### src/rtl/rv32imf_apu_wb_buffer.sv
// ============================================================================
// Module      : rv32imf_apu_wb_buffer
// Description : Write-back buffer that queues non-stallable APU results behind
//               the shared register-file write port, with credit-based issue.
// Revision    : 1.0 - initial release
// ============================================================================
`default_nettype none

module rv32imf_apu_wb_buffer #(
    parameter int DATA_W   = 32,
    parameter int ADDR_W   = 6,
    parameter int FLAG_W   = 5,
    parameter int DEPTH    = 4,
    parameter int N_RD     = 3,
    parameter int PRIO_BUF = 1
) (
    input  logic                        clk,
    input  logic                        rst,
    input  logic                        apu_issue_i,
    output logic                        apu_issue_ok_o,
    input  logic                        apu_valid_i,
    input  logic [ADDR_W-1:0]           apu_waddr_i,
    input  logic [DATA_W-1:0]           apu_result_i,
    input  logic [FLAG_W-1:0]           apu_flags_i,
    input  logic                        block_i,
    input  logic                        ex_we_i,
    input  logic [ADDR_W-1:0]           ex_waddr_i,
    input  logic [DATA_W-1:0]           ex_wdata_i,
    output logic                        ex_stall_o,
    output logic                        wb_we_o,
    output logic [ADDR_W-1:0]           wb_waddr_o,
    output logic [DATA_W-1:0]           wb_wdata_o,
    output logic                        fflags_we_o,
    output logic [FLAG_W-1:0]           fflags_o,
    input  logic [N_RD*ADDR_W-1:0]      read_addr_i,
    input  logic [N_RD-1:0]             read_valid_i,
    output logic [N_RD-1:0]             dep_o,
    output logic [$clog2(DEPTH+1)-1:0]  count_o,
    output logic                        overflow_o
);

    localparam int c_PTR_W = $clog2(DEPTH);
    localparam int c_CNT_W = $clog2(DEPTH+1);
    localparam int c_INF_W = c_CNT_W + 1;
    localparam int c_SUM_W = c_INF_W + 1;

    logic [ADDR_W-1:0]  r_waddr [DEPTH];
    logic [DATA_W-1:0]  r_data  [DEPTH];
    logic [FLAG_W-1:0]  r_flags [DEPTH];
    logic [DEPTH-1:0]   r_vld;
    logic [c_PTR_W-1:0] r_head;
    logic [c_PTR_W-1:0] r_tail;
    logic [c_CNT_W-1:0] r_count;
    logic [c_INF_W-1:0] r_inflight;
    logic               r_overflow;

    logic               w_buf_has;
    logic               w_full;
    logic               w_c_valid;
    logic [ADDR_W-1:0]  w_c_addr;
    logic [DATA_W-1:0]  w_c_data;
    logic [FLAG_W-1:0]  w_c_flags;
    logic               w_c_wins;
    logic               w_enq;
    logic               w_enq_ok;
    logic               w_deq;
    logic               w_inc;
    logic               w_dec;
    logic               w_err;
    logic [c_SUM_W-1:0] w_sum;

    assign w_buf_has = (r_count != '0);
    assign w_full    = (r_count == c_CNT_W'(DEPTH));

    // The FIFO head has priority over a new arrival so write order is preserved.
    assign w_c_valid = w_buf_has | apu_valid_i;
    assign w_c_addr  = w_buf_has ? r_waddr[r_head] : apu_waddr_i;
    assign w_c_data  = w_buf_has ? r_data[r_head]  : apu_result_i;
    assign w_c_flags = w_buf_has ? r_flags[r_head] : apu_flags_i;

    assign w_c_wins  = w_c_valid & ~block_i &
                       ((PRIO_BUF != 0) | ~ex_we_i | w_full);

    assign ex_stall_o  = ex_we_i & w_c_wins;
    assign wb_we_o     = w_c_wins | ex_we_i;
    assign wb_waddr_o  = w_c_wins ? w_c_addr : (ex_we_i ? ex_waddr_i : '0);
    assign wb_wdata_o  = w_c_wins ? w_c_data : (ex_we_i ? ex_wdata_i : '0);
    assign fflags_we_o = w_c_wins;
    assign fflags_o    = w_c_wins ? w_c_flags : '0;

    assign w_enq    = apu_valid_i & (w_buf_has | ~w_c_wins);
    assign w_deq    = w_buf_has & w_c_wins;
    assign w_enq_ok = w_enq & (~w_full | w_deq);

    assign w_sum          = c_SUM_W'(r_count) + c_SUM_W'(r_inflight);
    assign apu_issue_ok_o = (w_sum < c_SUM_W'(DEPTH));

    assign w_inc = apu_issue_i & (r_inflight != {c_INF_W{1'b1}});
    assign w_dec = apu_valid_i & (r_inflight != '0);
    assign w_err = (apu_issue_i & ~apu_issue_ok_o) |
                   (apu_valid_i & (r_inflight == '0)) |
                   (w_enq & ~w_enq_ok);

    assign count_o    = r_count;
    assign overflow_o = r_overflow;

    always_ff @(posedge clk or posedge rst) begin
        if (rst) begin
            r_head     <= '0;
            r_tail     <= '0;
            r_count    <= '0;
            r_inflight <= '0;
            r_vld      <= '0;
            r_overflow <= 1'b0;
        end else begin
            // Clear before set: when full, enqueue reuses the slot being dequeued.
            if (w_deq) begin
                r_head        <= r_head + c_PTR_W'(1);
                r_vld[r_head] <= 1'b0;
            end
            if (w_enq_ok) begin
                r_tail        <= r_tail + c_PTR_W'(1);
                r_vld[r_tail] <= 1'b1;
            end
            if (w_enq_ok && !w_deq) begin
                r_count <= r_count + c_CNT_W'(1);
            end else if (!w_enq_ok && w_deq) begin
                r_count <= r_count - c_CNT_W'(1);
            end
            if (w_inc && !w_dec) begin
                r_inflight <= r_inflight + c_INF_W'(1);
            end else if (!w_inc && w_dec) begin
                r_inflight <= r_inflight - c_INF_W'(1);
            end
            if (w_err) begin
                r_overflow <= 1'b1;
            end
        end
    end

    always_ff @(posedge clk) begin
        if (w_enq_ok) begin
            r_waddr[r_tail] <= apu_waddr_i;
            r_data[r_tail]  <= apu_result_i;
            r_flags[r_tail] <= apu_flags_i;
        end
    end

    generate
        for (genvar gi = 0; gi < N_RD; gi++) begin : g_dep
            logic w_hit;
            always_comb begin
                w_hit = 1'b0;
                for (int j = 0; j < DEPTH; j++) begin
                    if (r_vld[j] && (r_waddr[j] == read_addr_i[gi*ADDR_W +: ADDR_W])) begin
                        w_hit = 1'b1;
                    end
                end
            end
            assign dep_o[gi] = read_valid_i[gi] & w_hit;
        end
    endgenerate

endmodule

`default_nettype wire

### config.mk
export PLATFORM = sky130hd
export DESIGN_NAME = rv32imf_apu_wb_buffer
export DESIGN_NICKNAME = d
export VERILOG_FILES = /design/src/rtl/rv32imf_apu_wb_buffer.sv
export SDC_FILE = /design/constraint.sdc
export NUM_CORES = 1
export LEC_CHECK = 0
export BUFFER_PORTS_ARGS = -buffer_cell sky130_fd_sc_hd__buf_2
export CORE_UTILIZATION = 40
export CTS_CLUSTER_SIZE = 14
export DETAILED_ROUTE_END_ITERATION = 7
export PLACE_DENSITY = 0.65
export SYNTH_ARGS = -nofsm -noshare
export SYNTH_HDL_FRONTEND = slang
export SYNTH_SLANG_ARGS = --single-unit
### constraint.sdc
create_clock -name clk -period 3.5 [get_ports clk]
set_clock_uncertainty 0.15 [all_clocks]
set_input_delay 0.7 -clock clk [delete_from_list [all_inputs] [get_ports clk]]
set_output_delay 0.7 -clock clk [all_outputs]
set_load 0.01 [all_outputs]
* Word level (Yosys, flattened, before mapping)
Memories as Yosys holds them, arrays and structs flattened.
Index checks and enable logic that the tools add are counted.
** Cells by class
- Add/sub/neg operators :: 7
- Magnitude comparators :: 5
- Equality and inequality tests :: 14
- Mux-type cells :: 32
- Bitwise gates (word level) :: 27
- Reductions and logical operators :: 27
** Operators with widths (number)
- 2-to-1 mux 32 bit :: 3
- equality test 6 bit :: 12
- logical AND 1 bit :: 18
- 2-to-1 mux 6 bit :: 3
- 2-to-1 mux 1 bit :: 16
- 2-to-1 mux 4 bit :: 4
- AND 1 bit :: 13
- 2-to-1 mux 5 bit :: 2
- less-than comparator 2 x 3 -> 1 bit (second input constant) :: 2
- 2-to-1 mux 3 bit :: 2
- bitwise OR 1 bit :: 6
- adder 3 x 4 -> 5 bit :: 1
- less-than comparator 5 x 3 -> 1 bit (second input constant) :: 1
- NOT 1 bit :: 5
- adder 2 x 1 -> 2 bit (second input constant) :: 2
- adder 4 x 1 -> 4 bit (second input constant) :: 1
- AND 4 bit :: 1
- demux 1 bit (select 2 bit) :: 2
- greater-or-equal comparator 2 x 1 -> 1 bit (second input constant) :: 2
- zero test 1 bit :: 4
- zero test 4 bit :: 1
- inequality test 4 bit (second input constant) :: 1
- NOT 4 bit :: 1
- bitwise OR 4 bit :: 1
- other kinds (7) :: 8
** Word-level totals
- Register bits after elaboration :: 16
- Memory bits (writable) :: 172
- Output and inout bits :: 54
- Logic and storage cells :: 121
- Memories :: 3
** Memories
- r_data :: words 4, bits a word 32, rd ports 1, clocked after Yosys merged registers in 0, wr ports 1, RTL line 48 : logic [DATA_W-1:0] r_data [DEPTH];
- r_waddr :: words 4, bits a word 6, rd ports 5, clocked after Yosys merged registers in 0, wr ports 1, RTL line 47 : logic [ADDR_W-1:0] r_waddr [DEPTH];
- r_flags :: words 4, bits a word 5, rd ports 1, clocked after Yosys merged registers in 0, wr ports 1, RTL line 49 : logic [FLAG_W-1:0] r_flags [DEPTH];

* Logic depth before layout (Yosys ltp)
- Depth after elaboration :: 11
- Gate-level depth with buffers :: 10
- Mapped depth without buffers :: 9

* Worst setup path before layout
OpenSTA, ideal clock, no wires.
- Path kind :: input to register
- From :: in apu_valid_i
- To :: mem r_data[0][0], enable pin
- Library setup time :: 0.405 ns
- Arrival time :: 2.420 ns
- Required time :: 2.945 ns
- Slack :: 0.526 ns
- Stages on the path :: 5
- Path buffers :: 1
- Cell sequence :: inv_1 nor3b_4 nor3b_1 buf_2 and2_1
** Between the ends
- Longest elaborated chain between the ends :: 8
- Elaborated cells on any way between the ends :: 10
- Classes of those cells :: mux: 2; bitwise: 8
** RTL lines
- start: declaration :: RTL line 21 : input logic apu_valid_i,
- bitwise OR 1 bit :: RTL line 76 : assign w_c_valid = w_buf_has | apu_valid_i;
- AND 1 bit :: RTL line 81 : assign w_c_wins = w_c_valid & ~block_i &
- NOT 1 bit :: RTL line 91 : assign w_enq = apu_valid_i & (w_buf_has | ~w_c_wins);
- bitwise OR 1 bit :: RTL line 91
- AND 1 bit :: RTL line 91
- AND 1 bit (*) :: RTL line 93 : assign w_enq_ok = w_enq & (~w_full | w_deq);
- 2-to-1 mux 1 bit (*) :: RTL line 142 : if (w_enq_ok) begin
- 2-to-1 mux 1 bit (implied by the code) (*) :: RTL line 144 : r_data[r_tail] <= apu_result_i;
- end: declaration :: RTL line 48
Every way passes the cells marked *; elsewhere a longest branch is shown, timed or not.

* Worst setup path after layout
- From :: reg r_head[0]
- To :: out wb_wdata_o[30]
** Between the ends
- Longest elaborated chain between the ends :: 3
** RTL lines
- start: declaration :: RTL line 51 : logic [c_PTR_W-1:0] r_head;
- start signal: assignment :: RTL line 118 : r_head <= r_head + c_PTR_W'(1);
- memory read (4 x 32 bit)
- 2-to-1 mux 32 bit :: RTL line 78 : assign w_c_data = w_buf_has ? r_data[r_head] : apu_result_i;
- 2-to-1 mux 32 bit :: RTL line 87 : assign wb_wdata_o = w_c_wins ? w_c_data : (ex_we_i ? ex_wdata_i : '0);
- end: declaration :: RTL line 32 : output logic [DATA_W-1:0] wb_wdata_o,
No other way between the ends.

==> impl_results.md <==
- Fin nets: 808
- Dpl hpwl: 13300 um
- Buffers on Ports: 161
- Compound-Gate Fraction of Synth Area: 9.14%
- Synthesized cell area: 8770 um^2
- TritonCTS Buffers: 17
- Count of cell types in the netlist: 36
- CP startpoint: r_head[0]
- Top_reg_cell synth: edfxtp_1
- Total number of vias: 5240
- Max-Cap Viols: 0
- FF/Latch Area: 5570 um^2
- Part of the cycle the worst path needs: 92.2%
- CP required: 2.65 ns
- Drt drc: 0
- First-pass GRT wire length: 30400 um
- Proportion of synthesized area in mux cells: 11.5%
- Post-synthesis sequential area ratio: 63.4%
- First drt pass iteration count: 5
- Design area: 10600 um^2
- Final Max Tran Viols: 0
- HP Class: input pin to async pin
- Yosys warns: 0
- Initial Utilization: 41.2%
- Die Area: 22500 um^2
- Gr usage total: 18.2%
- Slew @ Worst Pin: 0.658 ns
- Drt via density: 5.39
- GRT overflow: 0
- Fill cell count: 1775
- CP Max Fanout: 15
- Vias in the first global route: 5426
- Arrival time at the worst endpoint: 2.38 ns
- RSZ-0062 raised after global routing: false
- Largest family of logic cells by synthesized area: multiplexers
- FF-to-FF Start: count_o[0]
- Core Rows: 53
- FF-to-FF path depth: 9
- Setup CP Type: register to output pin
- Layout cell share with drive strength beyond 1: 37.9%
- Antenna Violating Nets Remaining: 0
- Post-cts hold buffer count: 0
- Root Driver: clkbuf_16
- Synthesized netlist cell count: 516
- Synthesized flop and latch total: 188
- Maximum clock frequency: 310 MHz
- Core area: 21300 um^2
- CTS tree: yes
- Hold slack: 0.218 ns
- Multi-input gate area: 3030 um^2
- Postcts setup bufs: 0
- FF-to-FF setup slack: 1.02 ns
- Startpoint Class: register
- Synth Area in Adders: 2.45%
- R2r endpoint: count_o[2]
- Setup TNS: 0 ns
- Die Y: 150 um
- Largest cells by area after synthesis: edfxtp_1 (59%), mux4_2 (11%), a22o_1 (4.7%)
- P_leak: 0.00415 uW
- Post-Synth XOR/XNOR Area: 7.99%
- Cts repair resizes: 0
- Async set-reset flop share out of synthesis: 8.51%
- EDFF count, synth: 172
- Post-DP Area: 10000 um^2
- CP endpoint kind: output pin
- Clock-pin slew on the worst setup and hold paths: 0.07 ns
- Die Wd: 150 um
- Min Tclk post-route: 3.23 ns
- Drt wl/cell: 20.1 um
- Pin count of the biggest net entering global routing: 52
- Syn Nets: 640
- Final Hold Violating Endpoints: 0
- Pwr/cell area: 758 nW/um^2
- Post-Route WL: 19600 um
- Status: finished clean
- Worst-skew pair later-pin latency: 0.41 ns
- P&R area growth vs syn: 20.6%
- Top cell type's share of synthesized area: 58.9%
- H-Tree Depth: 4
- Relative slew slack: 56.1%
- # IOs: 162
- Initial antenna violation count: 0
- Synth Area in Simple Gates: 3.24%
- Routability Congestion: 0.835
- Max VDD drop: 386 uV
- Synth Area per Inst: 17.0 um^2
- DRT iter0 DRCs: 263
- Clk sinks: 188
- Number of inserted diodes: 0
- Clock tree buffer depth: 2
- Biggest area consumer among synthesized cells: edfxtp_1
- Setup-failing EPs final: 0
==> power breakdown <==
group          internal (uW)  total [uW]  switching (uW)
sequential              2990        3330             341
combinational           1420        2800            1380
clock                   1060        1890             827
==> Yosys cell counts, types with 5 or more instances <==
library cell    n
edfxtp_1      172
a22o_1         47
mux4_2         43
xnor2_1        42
a21o_1         39
xor2_1         38
dfrtp_1        16
clkbuf_1       14
ha_1           14
nand4_1        12
nor4_1         12
inv_1          11
buf_2           9
nand2_1         6
and2_1          5
nor2_1          5
==> cells by family (layout without fill, tap and decap cells) <==
kind of cell | Yosys count | in the layout
flip-flops | 188 | 188
AO/OA/AOI/OAI | 98 | 98
XOR/XNOR | 80 | 80
multiplexers | 47 | 47
AND/OR/NAND/NOR | 47 | 47
buffers and inverters | 40 | 221
adder cells (fa/ha/maj) | 16 | 16
==> worst max path at each step <==
stage / end / slack, ns / cells after the start
finish: wb_wdata_o[30] / 0.27 / 5
global route: wb_wdata_o[29] / 0.15 / 6
CTS: wb_wdata_o[29] / 0.22 / 5
detailed placement: wb_wdata_o[0] / 0.67 / 7
global placement: wb_wdata_o[30] / 0.68 / 7
floorplan: r_data[0][0] / 0.53 / 5
==> per-layer routing <==
metal | vias to the layer above | GRT usage, % | routed length, um
li1 | 2399 | - | -
met1 | 2655 | 25.8 | 8930
met2 | 177 | 29.9 | 9590
met3 | 9 | 2.64 | 944
met4 | 0 | 3.59 | 101
met5 | - | 0 | 0
==> sequential cells by signal (all words and copies together), names as in the netlist <==
| name | count |
|---|---|
| r_data | 128 |
| r_waddr | 24 |
| r_flags | 20 |
| r_inflight | 4 |
| r_vld | 4 |
| count_o | 3 |
| r_head | 2 |
| r_tail | 2 |
| overflow_o | 1 |
==> worst max-delay path, stage by stage (launching register included) <==
cell,delay [ns]
dfrtp_4,0.66
buf_12,0.23
mux4_2,0.55
a22o_1,0.22
a21o_1,0.15
buf_2,0.13
==> final cells by class <==
class / count / area share (%)
tap: 275 / 3.25
sequential: 188 / 52.6
multi-input combinational: 288 / 28.7
timing repair buffer: 178 / 9.53
inverter: 11 / 0.390
clock buffer: 17 / 4.02
clock inverter: 15 / 1.54
==> metrics by stage <==
| step | setup WS (ns) | instances | utilization, % | power (uW) |
|---|---|---|---|---|
| after global routing | 0.149 | 972 | 49.7 | 8450 |
| after global placement | 0.682 | 940 | 47.0 | 6160 |
| final | 0.274 | 972 | 49.7 | 8020 |
| after floorplan | 0.526 | 516 | - | 5230 |
| after detailed placement | 0.669 | 940 | 47.0 | 6210 |
| after CTS | 0.222 | 972 | 49.7 | 8130 |
==> cells in the final DEF, fill, tap and decap left out, drive strengths merged, types with 3 or more instances in the layout <==
master,netlist,routed
inv,11,16
ha,14,14
edfxtp,172,172
nor4,12,12
mux4,43,43
nand2,6,6
clkbuf,14,17
and2,5,5
xnor2,42,42
mux2,3,3
a21o,39,39
nand4,12,12
a22o,47,47
o41a,4,4
buf,15,178
clkinv,0,6
xor2,38,38
nor2,5,5
dfrtp,16,16
No activity file was read; power rests on OpenSTA's default activity.
